**src/rtl/prog_loader_if.sv**
```systemverilog
// Stream input and memory write/read port of the program loader.
interface prog_loader_if;
   logic        s_valid;
   logic        s_ready;
   logic [31:0] s_data;
   logic        WE;
   logic [31:0] A;
   logic [31:0] WD;
   logic [31:0] RD;

   modport master (
      input  s_valid, s_data, RD,
      output s_ready, WE, A, WD
   );

   modport slave (
      output s_valid, s_data, RD,
      input  s_ready, WE, A, WD
   );
endinterface

```
**src/rtl/prog_loader.sv**
```systemverilog
// Streams words into a memory, reads them back and signs both passes;
// holds the core in reset until the readback verifies clean.
module prog_loader #(
   parameter int unsigned DEPTH     = 1024,
   parameter logic [31:0] ADDR_STEP = 32'd4,
   parameter logic [31:0] BASE      = 32'd0
) (
   input  logic         clk,
   input  logic         rst,
   input  logic         start,
   input  logic [10:0]  len,
   prog_loader_if.master bus,
   output logic         busy,
   output logic         done,
   output logic         pass,
   output logic         err,
   output logic [31:0]  fail_addr,
   output logic         core_rst
);
   localparam int AW = $clog2(DEPTH);

   typedef enum logic [1:0] {IDLE, LOAD, VERIFY, DONE} state_t;

   state_t      state, nxt;
   logic [10:0] len_q;
   logic [10:0] cnt;
   logic [31:0] wr_sig;
   logic [31:0] rd_sig;
   logic [31:0] rd_nxt;
   logic [31:0] addr;
   logic [31:0] fail_q;
   logic        pass_q;
   logic        err_q;
   logic        mis;
   logic        go;
   logic        hs;
   logic        last;
   logic        too_big;
   logic        bad;
   logic [DEPTH-1:0] par;

   assign addr    = BASE + 32'(cnt) * ADDR_STEP;
   assign last    = (cnt == len_q - 11'd1);
   assign too_big = 32'(len) > DEPTH;
   assign go      = start & ((state == IDLE) | (state == DONE));
   assign hs      = (state == LOAD) & bus.s_valid;
   assign rd_nxt  = {rd_sig[30:0], rd_sig[31]} ^ bus.RD;
   // one parity bit per word pins down the first diverging word
   assign bad     = (state == VERIFY) & (par[cnt[AW-1:0]] != ^bus.RD);

   always_comb begin
      nxt         = state;
      bus.s_ready = 1'b0;
      bus.WE      = 1'b0;
      bus.A       = BASE;
      bus.WD      = 32'd0;
      unique case (state)
         IDLE, DONE: begin
            if (start) begin
               if (too_big || len == 11'd0) nxt = DONE;
               else                         nxt = LOAD;
            end
         end
         LOAD: begin
            bus.s_ready = 1'b1;
            bus.A       = addr;
            bus.WD      = bus.s_data;
            bus.WE      = bus.s_valid;
            if (bus.s_valid && last) nxt = VERIFY;
         end
         VERIFY: begin
            bus.A = addr;
            if (last) nxt = DONE;
         end
         default: nxt = IDLE;
      endcase
   end

   always_ff @(posedge clk or negedge rst) begin
      if (!rst) begin
         state  <= IDLE;
         len_q  <= 11'd0;
         cnt    <= 11'd0;
         wr_sig <= 32'd0;
         rd_sig <= 32'd0;
         pass_q <= 1'b0;
         err_q  <= 1'b0;
         fail_q <= 32'd0;
         mis    <= 1'b0;
      end else begin
         state <= nxt;
         if (go) begin
            len_q  <= len;
            cnt    <= 11'd0;
            wr_sig <= 32'd0;
            rd_sig <= 32'd0;
            pass_q <= (len == 11'd0);
            err_q  <= too_big;
            fail_q <= 32'd0;
            mis    <= 1'b0;
         end else if (hs) begin
            wr_sig <= {wr_sig[30:0], wr_sig[31]} ^ bus.s_data;
            cnt    <= last ? 11'd0 : cnt + 11'd1;
         end else if (state == VERIFY) begin
            rd_sig <= rd_nxt;
            cnt    <= cnt + 11'd1;
            if (bad && !mis) begin
               mis    <= 1'b1;
               fail_q <= addr;
            end
            if (last) begin
               pass_q <= (rd_nxt == wr_sig) & ~mis & ~bad;
               // even-weight faults only show in the final signature
               if (!mis && !bad && rd_nxt != wr_sig) fail_q <= addr;
            end
         end
      end
   end

   always_ff @(posedge clk) begin
      if (hs) par[cnt[AW-1:0]] <= ^bus.s_data;
   end

   assign busy      = (state == LOAD) | (state == VERIFY);
   assign done      = (state == DONE);
   assign pass      = pass_q;
   assign err       = err_q;
   assign fail_addr = fail_q;
   assign core_rst  = done & pass_q & ~err_q;
endmodule
```
**src/flat_wrapper.sv**
```systemverilog
// flat-port wrapper written by rule: the top's interface ports become plain ports
module prog_loader_flat 
#(
   parameter int unsigned DEPTH     = 1024,
   parameter logic [31:0] ADDR_STEP = 32'd4,
   parameter logic [31:0] BASE      = 32'd0
)
  (clk, rst, start, len, busy, done, pass, err, fail_addr, core_rst, bus_s_valid, bus_s_data, bus_RD, bus_s_ready, bus_WE, bus_A, bus_WD);
  prog_loader_if bus_i ();
  input  logic clk;
  input  logic rst;
  input  logic start;
  input  logic [10:0] len;
  output logic busy;
  output logic done;
  output logic pass;
  output logic err;
  output logic [31:0] fail_addr;
  output logic core_rst;
  input wire logic [$bits(bus_i.s_valid)-1:0] bus_s_valid;
  input wire logic [$bits(bus_i.s_data)-1:0] bus_s_data;
  input wire logic [$bits(bus_i.RD)-1:0] bus_RD;
  output wire logic [$bits(bus_i.s_ready)-1:0] bus_s_ready;
  output wire logic [$bits(bus_i.WE)-1:0] bus_WE;
  output wire logic [$bits(bus_i.A)-1:0] bus_A;
  output wire logic [$bits(bus_i.WD)-1:0] bus_WD;
  assign bus_i.s_valid = bus_s_valid;
  assign bus_i.s_data = bus_s_data;
  assign bus_i.RD = bus_RD;
  assign bus_s_ready = bus_i.s_ready;
  assign bus_WE = bus_i.WE;
  assign bus_A = bus_i.A;
  assign bus_WD = bus_i.WD;
  prog_loader #(.DEPTH(DEPTH), .ADDR_STEP(ADDR_STEP), .BASE(BASE)) u_core (.clk(clk), .rst(rst), .start(start), .len(len), .bus(bus_i), .busy(busy), .done(done), .pass(pass), .err(err), .fail_addr(fail_addr), .core_rst(core_rst));
endmodule
```
**config.mk**
```make
export PLATFORM = sky130hd
export DESIGN_NAME = prog_loader_flat
export DESIGN_NICKNAME = d
export VERILOG_FILES = /design/src/rtl/prog_loader_if.sv /design/src/rtl/prog_loader.sv /design/src/flat_wrapper.sv
export SDC_FILE = /design/constraint.sdc
export NUM_CORES = 2
export LEC_CHECK = 0
export CAP_MARGIN = 5
export CORE_MARGIN = 2
export CORE_UTILIZATION = 58
export DETAILED_ROUTE_END_ITERATION = 10
export DONT_BUFFER_PORTS = 1
export HOLD_SLACK_MARGIN = 0.02
export PLACE_DENSITY = 0.77
export SLEW_MARGIN = 20
export SYNTH_ARGS = -nofsm -noshare
export SYNTH_HDL_FRONTEND = slang
export SYNTH_SLANG_ARGS = --single-unit
```
**constraint.sdc**
```tcl
create_clock -name clk -period 3.15 [get_ports clk]
set_clock_uncertainty 0.1 [all_clocks]
set_input_delay 0.63 -clock clk [delete_from_list [all_inputs] [get_ports clk]]
set_output_delay 0.63 -clock clk [all_outputs]
set_load 0.01 [all_outputs]
```
==> summary.txt <==
Status - complete, but fails checks
Violated checks - hold timing, setup timing
Clk slew on worst S/H paths - 0.07 ns
Slew Viols, Final - 0
Slew margin rel. - 30.6%
Post-synth EDFFs - 1024
Initial antenna violation count - 1
CTS buffer count - 112
FF-to-FF path depth - 16
Buf+Inv Stages, Crit Path - 6
Worst EP arrival - 4.46 ns
Unique masters post-synth - 57
F_max - 253 MHz
All-Layer GR Usage - 32.5%
Final hold slack - -0.489 ns
Power per cell area - 908 mW/mm2
Final worst path period need - 3.96 ns
Die H - 302 um
Leading cell type in the layout, fill and taps excluded - nor2_1
Logic pwr share - 30.9%
DRT iter0 DRCs - 4861
DR vias/cell - 6.38
Switching Share - 31.3%
Hold Path Class - in2async
I/O pin total - 182
Syn Inst Count - 4141
Worst-path cell chain - buf_12 -> buf_12 -> buf_16 -> buf_12 -> mux2i_4 -> o22ai_2 -> nor4_2 -> o2111ai_2 -> nand3_2 -> o21ai_2 -> nor4_4 -> buf_6 -> xnor2_4 -> a211o_4 -> clkbuf_16 -> a32o_1
Max_cap viols - 0
Antenna Nets Post-Route - 0
Psw - 0.0173 W
Mapped cell area - 0.0514 mm2
Layout Cells excl Fill - 5609
WP data required - 3.65 ns
Sequential fraction of the synthesis area - 65.9%
Crit-path max cell delay - 0.49 ns
Ant. Diodes - 0
Final Hold Viols - 123
Clock buffer depth - 3
Worst-Skew Late Latency - 0.71 ns
DP HPWL - 88.8 mm
Internal power - 0.0378 W
Maximum fanout along the worst path - 13
Final net count - 4435
Core ar. - 0.0881 mm2
Clock Sinks - 1147
Startpoint types - register
Cell count after placement - 5306
Critical path class - reg2reg
Flop2flop setup slack - -0.81 ns
Final setup margin - -0.810 ns
Setup violations, final - 40
Die width - 302 um
Detailed-route via count - 35772
Slowest library cell on the worst path - dfrtp_4
Mean Syn Cell Area - 12.4 um2
Leak pwr - 20.0 nW
Fin crit share - 126%
Synthesis warning total - 0
DRC violation count after routing - 0
Pin count of the biggest net entering global routing - 124
Clock share of power - 24.5%
Final Routed Wirelength - 152 mm
Max IR drop VDD - 1.14 mV
CP top delay family - compound AO/OA/AOI/OAI gates
Unrepaired setup endpoints after global routing - true
Wire per inst - 27.0 um
Sequential Power Share - 44.6%
Reg2reg end - u_core.fail_addr[11]
Most used cell, CP - buf_12
DR pass1 iterations - 6
Clock root cell - clkbuf_16
Initial Util - 58.3%
CP endpoint kind - register
H-tree depth - 3
Rows - 109
Worst slew pin tran - 1.04 ns
Share of cells above drive strength 1 - 17.1%
Ys async rst share - 10.7%
Layout area overhead - 18.0%
Gr ovfl total - 0
Most frequent cells in the layout - 1133 x nor2_1, 1024 x edfxtp_1, 504 x mux2i_1, 325 x buf_4, 196 x o22ai_1
First-pass GRT wire length - 217 mm
DIE AREA - 0.0909 mm2
Cts hold-fix bufs - 32
Reg-to-reg startpoint - u_core.cnt[0]
#FFs+latches synth - 1147
Predominant post-synthesis flop cell - edfxtp_1
CTS tree - built
RD Place Congestion - 0.860
Port Buffer Count - 0
Vias in the first global route - 34422
==> cells by family after synthesis <==
| group | share of synthesized area, % |
|---|---|
| DFF | 65.9 |
| AOI/OAI and AO/OA | 5.26 |
| and+or+nand+nor | 12.1 |
| adders and majority gates | 0.219 |
| buffers and inverters | 3.57 |
| muxes | 10.1 |
| other | 0.00730 |
| xor gates and xnor gates | 2.96 |
==> cell usage after synthesis, drive strengths merged (25+ instances only) <==
library cell	n	area, um2
o21ai	56	280
clkbuf	218	820
mux2i	515	5150
nand2	105	394
nor4	39	265
and2	38	238
xor2	42	368
nor3	56	280
dfrtp	123	3080
edfxtp	1024	30700
o2111ai	28	245
buf	179	951
a211oi	48	360
nor2	1137	4270
o22ai	200	1250
xnor2	131	1150
o22a	25	219
and3	28	175
==> state kept, by name, summed over array words and instances (netlist names) <==
signal	cells
u_core.mis	1
u_core.len_q	11
u_core.par	1024
u_core.cnt	11
u_core.state	2
u_core.fail_addr	32
u_core.err	1
u_core.pass	1
u_core.rd_sig	32
u_core.wr_sig	32
==> stage by stage <==
step	TNS, ns	instance area [um2]	util, %	power [W]	worst slack (ns)
after floorplan	-9870.37	51500	-	0.0264	-9.64
after global placement	-36.64	55200	62.7	0.0398	-1.15
after detailed placement	-42.55	55200	62.7	0.0402	-1.33
after CTS	-23.42	59700	67.8	0.0541	-0.763
after global routing	-30.94	60600	68.8	0.0568	-0.891
final	-26.65	60600	68.8	0.0551	-0.810
==> power by group through the flow <==
stage / logic [W] / clock network (W) / registers, W
final: 0.0170 / 0.0135 / 0.0245
after global routing: 0.0181 / 0.0141 / 0.0246
after CTS: 0.0160 / 0.0135 / 0.0245
after detailed placement: 0.0154 / 0 / 0.0248
after global placement: 0.0150 / 0 / 0.0248
after floorplan: 0.00648 / 0 / 0.0199
==> layer usage <==
metal	up-vias	part of all wire, %	wire (um)	global-route usage [%]
met4	0	5.3	8100	16.0
met5	-	0	0	0
met1	17686	35	53400	42.6
met3	475	12	17900	5.74
met2	2397	48	72300	52.9
li1	15214	-	-	-
==> timing repair <==
action | 4_1_cts | 5_1_grt
setup endpoints to repair | 42 | 47
hold endpoints to repair | 156 | 123
resized for setup | 69 | 96
pin swaps | 20 | 46
gates cloned | 1 | 4
setup buffers | 23 | 34
==> worst max-delay path by stage <==
stage                        startpoint                   end  slack (ns)  cells past startpoint
after global placement    u_core.cnt[0]   u_core.fail_addr[5]       -1.15                     15
after floorplan           bus_s_data[0]         u_core.par[0]       -9.64                      5
after global routing      u_core.cnt[0]  u_core.fail_addr[11]       -0.89                     17
final                     u_core.cnt[0]  u_core.fail_addr[11]       -0.81                     16
after detailed placement  u_core.cnt[0]  u_core.fail_addr[12]       -1.33                     15
after CTS                 u_core.cnt[0]   u_core.fail_addr[9]       -0.76                     17
==> cell type report <==
type / instances / area [um2]
clock buffer: 142 / 3000
clock inverter: 69 / 693
fill: 5908 / 27500
inverter: 17 / 63.8
multi-input combinational: 2600 / 16600
sequential: 1147 / 33800
tap: 1165 / 1460
timing repair buffer: 469 / 4930
Note: power is estimated with default switching activity, not from simulation.
